[src/rtl/mem_arb_pkg.sv]
// Shared types and constants for the IF/DM memory port arbiter.
package mem_arb_pkg;

  typedef enum logic [1:0] {
    IDLE = 2'd0,
    BUSY = 2'd1,
    RESP = 2'd2
  } state_e;

  typedef enum logic {
    OWN_IF = 1'b0,
    OWN_DM = 1'b1
  } owner_e;

  localparam int DEFAULT_MEM_LATENCY = 2;

endpackage

[src/rtl/mem_lat_counter.sv]
// Access latency down-counter: loaded on grant, raises done once it reaches zero.
module mem_lat_counter
  import mem_arb_pkg::*;
#(
  parameter int CNT_W = $clog2(DEFAULT_MEM_LATENCY + 1)
) (
  input  logic             clk,
  input  logic             rst,
  input  logic             load,
  input  logic [CNT_W-1:0] value,
  output logic             done
);

  logic [CNT_W-1:0] count_r;

  // Load on grant, otherwise count down and park at zero
  always_ff @(posedge clk or posedge rst) begin
    if (rst) begin
      count_r <= {CNT_W{1'b0}};
    end else if (load) begin
      count_r <= value;
    end else if (count_r != {CNT_W{1'b0}}) begin
      count_r <= count_r - CNT_W'(1);
    end
  end

  assign done = (count_r == {CNT_W{1'b0}});

endmodule

[src/rtl/mem_port_arbiter.sv]
// Shares one fixed-latency single-port memory between instruction fetch and
// the data-memory stage; DM has fixed priority, IF fetches can be flushed.
module mem_port_arbiter
  import mem_arb_pkg::*;
#(
  parameter int ADDR_W      = 32,
  parameter int DATA_W      = 32,
  parameter int MEM_LATENCY = DEFAULT_MEM_LATENCY
) (
  input  logic              clk_i,
  input  logic              rst_i,
  input  logic              if_req_i,
  input  logic [ADDR_W-1:0] if_addr_i,
  output logic              if_ack_o,
  output logic [DATA_W-1:0] if_rdata_o,
  input  logic              dm_req_i,
  input  logic              dm_we_i,
  input  logic [ADDR_W-1:0] dm_addr_i,
  input  logic [DATA_W-1:0] dm_wdata_i,
  output logic              dm_ack_o,
  output logic [DATA_W-1:0] dm_rdata_o,
  input  logic              flush_i,
  output logic              if_stall_o,
  output logic              dm_stall_o,
  output logic              mem_req_o,
  output logic              mem_we_o,
  output logic [ADDR_W-1:0] mem_addr_o,
  output logic [DATA_W-1:0] mem_wdata_o,
  input  logic [DATA_W-1:0] mem_rdata_i
);

  localparam int               CNT_W    = $clog2(MEM_LATENCY + 1);
  localparam logic [CNT_W-1:0] LAT_LOAD = CNT_W'(MEM_LATENCY);

  state_e            state_r;
  owner_e            owner_r;
  logic              drop_r;
  logic              mem_req_r;
  logic              mem_we_r;
  logic [ADDR_W-1:0] mem_addr_r;
  logic [DATA_W-1:0] mem_wdata_r;
  logic [DATA_W-1:0] if_rdata_r;
  logic [DATA_W-1:0] dm_rdata_r;
  logic              if_ack_r;
  logic              dm_ack_r;

  logic              start_s;
  owner_e            grant_owner_s;
  logic              grant_we_s;
  logic [ADDR_W-1:0] grant_addr_s;
  logic [DATA_W-1:0] grant_wdata_s;
  logic              done_s;

  // Fixed-priority grant decision; flush only masks the IF request
  always_comb begin
    start_s       = 1'b0;
    grant_owner_s = OWN_IF;
    grant_we_s    = 1'b0;
    grant_addr_s  = if_addr_i;
    grant_wdata_s = {DATA_W{1'b0}};
    if (state_r == IDLE) begin
      if (dm_req_i) begin
        start_s       = 1'b1;
        grant_owner_s = OWN_DM;
        grant_we_s    = dm_we_i;
        grant_addr_s  = dm_addr_i;
        grant_wdata_s = dm_wdata_i;
      end else if (if_req_i && !flush_i) begin
        start_s = 1'b1;
      end else begin
        start_s = 1'b0;
      end
    end else begin
      start_s = 1'b0;
    end
  end

  mem_lat_counter #(
    .CNT_W (CNT_W)
  ) u_lat_counter (
    .clk   (clk_i),
    .rst   (rst_i),
    .load  (start_s),
    .value (LAT_LOAD),
    .done  (done_s)
  );

  // Arbitration FSM: grant, hold the access fields, capture read data, pulse the ack
  always_ff @(posedge clk_i or posedge rst_i) begin
    if (rst_i) begin
      state_r     <= IDLE;
      owner_r     <= OWN_IF;
      drop_r      <= 1'b0;
      mem_req_r   <= 1'b0;
      mem_we_r    <= 1'b0;
      mem_addr_r  <= {ADDR_W{1'b0}};
      mem_wdata_r <= {DATA_W{1'b0}};
      if_rdata_r  <= {DATA_W{1'b0}};
      dm_rdata_r  <= {DATA_W{1'b0}};
      if_ack_r    <= 1'b0;
      dm_ack_r    <= 1'b0;
    end else begin
      case (state_r)
        IDLE: begin
          drop_r   <= 1'b0;
          if_ack_r <= 1'b0;
          dm_ack_r <= 1'b0;
          if (start_s) begin
            state_r     <= BUSY;
            owner_r     <= grant_owner_s;
            mem_req_r   <= 1'b1;
            mem_we_r    <= grant_we_s;
            mem_addr_r  <= grant_addr_s;
            mem_wdata_r <= grant_wdata_s;
          end
        end
        BUSY: begin
          mem_req_r <= 1'b0;
          if (flush_i && owner_r == OWN_IF) begin
            drop_r <= 1'b1;
          end
          // A flushed fetch still lands in if_rdata, it just never acks
          if (done_s) begin
            state_r <= RESP;
            if (owner_r == OWN_DM) begin
              dm_ack_r <= 1'b1;
              if (!mem_we_r) begin
                dm_rdata_r <= mem_rdata_i;
              end
            end else begin
              if_rdata_r <= mem_rdata_i;
              if_ack_r   <= ~drop_r & ~flush_i;
            end
          end
        end
        RESP: begin
          state_r  <= IDLE;
          if_ack_r <= 1'b0;
          dm_ack_r <= 1'b0;
          drop_r   <= 1'b0;
        end
        default: begin
          state_r   <= IDLE;
          mem_req_r <= 1'b0;
          if_ack_r  <= 1'b0;
          dm_ack_r  <= 1'b0;
          drop_r    <= 1'b0;
        end
      endcase
    end
  end

  assign if_ack_o    = if_ack_r & ~flush_i;
  assign dm_ack_o    = dm_ack_r;
  assign if_rdata_o  = if_rdata_r;
  assign dm_rdata_o  = dm_rdata_r;
  assign mem_req_o   = mem_req_r;
  assign mem_we_o    = mem_we_r;
  assign mem_addr_o  = mem_addr_r;
  assign mem_wdata_o = mem_wdata_r;
  assign if_stall_o  = if_req_i & ~if_ack_o;
  assign dm_stall_o  = dm_req_i & ~dm_ack_o;

endmodule
[config.mk]
export PLATFORM = sky130hd
export DESIGN_NAME = mem_port_arbiter
export DESIGN_NICKNAME = d
export VERILOG_FILES = /design/src/rtl/mem_arb_pkg.sv /design/src/rtl/mem_lat_counter.sv /design/src/rtl/mem_port_arbiter.sv
export SDC_FILE = /design/constraint.sdc
export NUM_CORES = 1
export LEC_CHECK = 0
export CORE_UTILIZATION = 38
export CTS_BUF_LIST = sky130_fd_sc_hd__clkbuf_2 sky130_fd_sc_hd__clkbuf_4 sky130_fd_sc_hd__clkbuf_8
export CTS_CLUSTER_DIAMETER = 200
export CTS_CLUSTER_SIZE = 30
export DETAILED_ROUTE_END_ITERATION = 10
export PLACE_DENSITY = 0.8
export SLEW_MARGIN = 30
export SYNTH_ARGS = -nofsm -noshare
export SYNTH_HDL_FRONTEND = slang
export SYNTH_SLANG_ARGS = --single-unit
[constraint.sdc]
create_clock -name clk_i -period 5 [get_ports clk_i]
set_input_delay 1.25 -clock clk_i [delete_from_list [all_inputs] [get_ports clk_i]]
set_output_delay 1.25 -clock clk_i [all_outputs]
set_load 0.01 [all_outputs]
==> summary.txt <==
Std-Cell Rows = 43
Yosys cell types = 25
status = finished, final reports clean
die width = 123 µm
commonest cells after routing, fill and taps aside = 266 x clkdlybuf4s50_1, 138 x dfrtp_1, 125 x mux2_2
TritonCTS buffer count = 17
Synth-to-Final Area Change = 60.4%
Worst Hold Slack = 0.496 ns
cell family with most CP delay = buffers and inverters
CTS Root Cell = clkbuf_8
global router's overall resource usage = 0.185
Final Skew = 0.0109 ns
DIE HEIGHT = 123 µm
CTS Hold Buffers Added = 0
Fillers = 1042
multi-input combinational cell area = 1920 µm²
RSZ-0062 raised after global routing = false
Worst EP arrival = 2.57 ns
buffers and inverters on the worst path = 2
power density over cell area = 617 nW/µm²
Post-Layout Inst Area = 8860 µm²
core area = 14000 µm²
Register-to-Register Path Depth = 6
initial antenna violation count = 0
simple-gate share of the synthesized area = 0.0188
layout cells sized above 1 = 0.270
fin nets = 762
Setup TNS = 0 ns
final hold violations = 0
grt ovf = 0
Seq cells post-synth = 138
DR WL met2 = 6.62 mm
n_diodes = 0
Die ar. = 15000 µm²
Max FO, Critical Path = 4
startpoint types = primary input
minimum clock period = 3.82 ns
final-report setup violation count = 0
slowest CP cell = clkdlybuf4s50_1
flop2flop setup slack = 3.05 ns
critical path capture point type = primary output
clock transition at the registers of the reported paths = 0.07 ns
mux contribution to synthesized area = 0.263
slew margin rel. = 0.556
f_max = 0.262 GHz
Worst Setup EP = if_stall_o
vias in the first global route = 4075
XOR/XNOR Fraction of Synth Area = 0.00159
CP startpoint = flush_i
leak pwr = 0.00371 µW
worst endpoint required time = 3.75 ns
CTS resizes = 0
largest net degree at the start of global routing = 103
Max IR drop VDD = 0.296 mV
FF-to-FF Start = u_lat_counter.count_r[0]
global-route wire length before repair = 20.9 mm
Avg Inst Size Synth = 15.6 µm²
Initial Util = 0.393
IO Port Bufs = 267
register area = 3450 µm²
Tightest Pin Transition = 0.666 ns
DRT Pass-1 Iters = 4
most common cell after layout, fill and taps aside = clkdlybuf4s50_1
Max Slew Vio Count = 0
max layer used = met4
Clk Latency, worst-skew pair = 0.43 ns
drt drc = 0
CTS tree = yes
WL final = 13.5 mm
adder-cell share of the synthesized area = 0.00227
WP depth = 4
Bufs on Longest Clock Path = 2
Tot Pwr = 5460 µW
Post-Syn Instances = 354
Post-CTS Setup Bufs = 0
gp weighted congestion = 0.719
Routed Antenna Nets = 0
Critical Path, Cell by Cell = clkdlybuf4s50_1 -> nor2b_1 -> nor2b_1 -> clkdlybuf4s50_1
Iter 0 DRT Violations = 80
cell area after placement = 8370 µm²
Syn Nets = 489
DRT met1 WL = 5.53 mm
total vias in the final route = 3926
io pins = 268
dpl hpwl = 10.0 mm
reg2reg end = dm_rdata_o[29]
CP max stage delay = 0.57 ns
post-synthesis sequential area ratio = 0.625
synth warn = 0
crit path kind = primary input to primary output
main combinational cell family by area after synthesis = multiplexers
max cap viols = 0
met3 wire length = 1.23 mm
routed len/inst = 16.5 µm
worst hold path class = register to register
via/cell ratio = 4.79
final period utilization = 0.763
H-tree levels = 4
Compound-Gate Fraction of Synth Area = 0.0607
Cell Area, Synth = 5520 µm²
# clock sinks = 138
[flip-flops by register name (all words and copies together), names as in the netlist]
name and count:
drop_r 1, if_rdata_o 32, mem_we_o 1, mem_wdata_o 32, state_r 2, u_lat_counter.count_r 2
mem_req_o 1, if_ack_r 1, dm_rdata_o 32, mem_addr_o 32, owner_r 1, dm_ack_o 1
[worst reg2reg max path, delay by kind of cell (launching register included)]
kind                     cells  cell delay (ns)
adder cells (fa/ha/maj)      1             0.26
buffers and inverters        2             0.47
flip-flops                   1             0.39
multiplexers                 1             0.42
AND/OR/NAND/NOR              2             0.30
[layout make-up]
| class | instances | share of cell area |
|---|---|---|
| flip-flops and latches | 138 | 0.390 |
| repair buffers | 275 | 0.309 |
| multi-input cells | 188 | 0.217 |
| clock buffers | 22 | 0.0335 |
| well taps | 180 | 0.0254 |
| clock inverters | 10 | 0.0209 |
| inverters | 7 | 0.00381 |
[synth_stat cells, drive strengths merged]
cell,n,area [µm²]
and2,2,12.5
a21oi,3,15.0
nor2b,4,25.0
nor3,1,16.3
buf,19,121
o21ai,4,23.8
nand2b,1,6.26
nand2,2,7.51
a21o,1,7.51
ha,1,12.5
xnor2,1,8.76
clkbuf,2,7.51
inv,7,26.3
or4,1,7.51
nor2,4,17.5
mux2,129,1450
nand3b,1,11.3
dfrtp,138,3450
a22o,33,289
[layer usage]
metal	track usage	vias to the layer above
met4	0.0640	0
met3	0.0716	12
li1	-	1822
met5	0	-
met2	0.304	186
met1	0.221	1906
[how the worst min path moves through the flow]
stage,from,to,slack [ns],cells past startpoint
2_1_floorplan,drop_r,drop_r,0.45,2
3_3_place_gp,dm_rdata_o[27],dm_rdata_o[27],0.47,1
3_5_place_dp,dm_rdata_o[27],dm_rdata_o[27],0.48,1
4_1_cts,dm_rdata_o[27],dm_rdata_o[27],0.50,1
5_1_grt,dm_rdata_o[27],dm_rdata_o[27],0.51,1
6_report,if_rdata_o[5],if_rdata_o[5],0.50,1
[metrics by stage]
step	instances	worst slack, ns	utilization
finish	820	1.18	0.631
global route	820	1.14	0.631
CTS	820	1.22	0.630
detailed placement	788	1.21	0.596
global placement	788	1.25	0.596
floorplan	354	0.0538	-
[power breakdown]
part	total [µW]	internal [µW]	switching (µW)
Combinational	2430	1530	906
Clock	1060	655	408
Sequential	1970	1670	302
Total	5460	3850	1610
[cell families after synthesis]
family / Yosys count
AOI/OAI and AO/OA: 41
xor gates and xnor gates: 1
adders and majority gates: 1
buffers and inverters: 28
DFF: 138
muxes: 129
and+or+nand+nor: 16
Note: power is estimated with default switching activity, not from simulation.
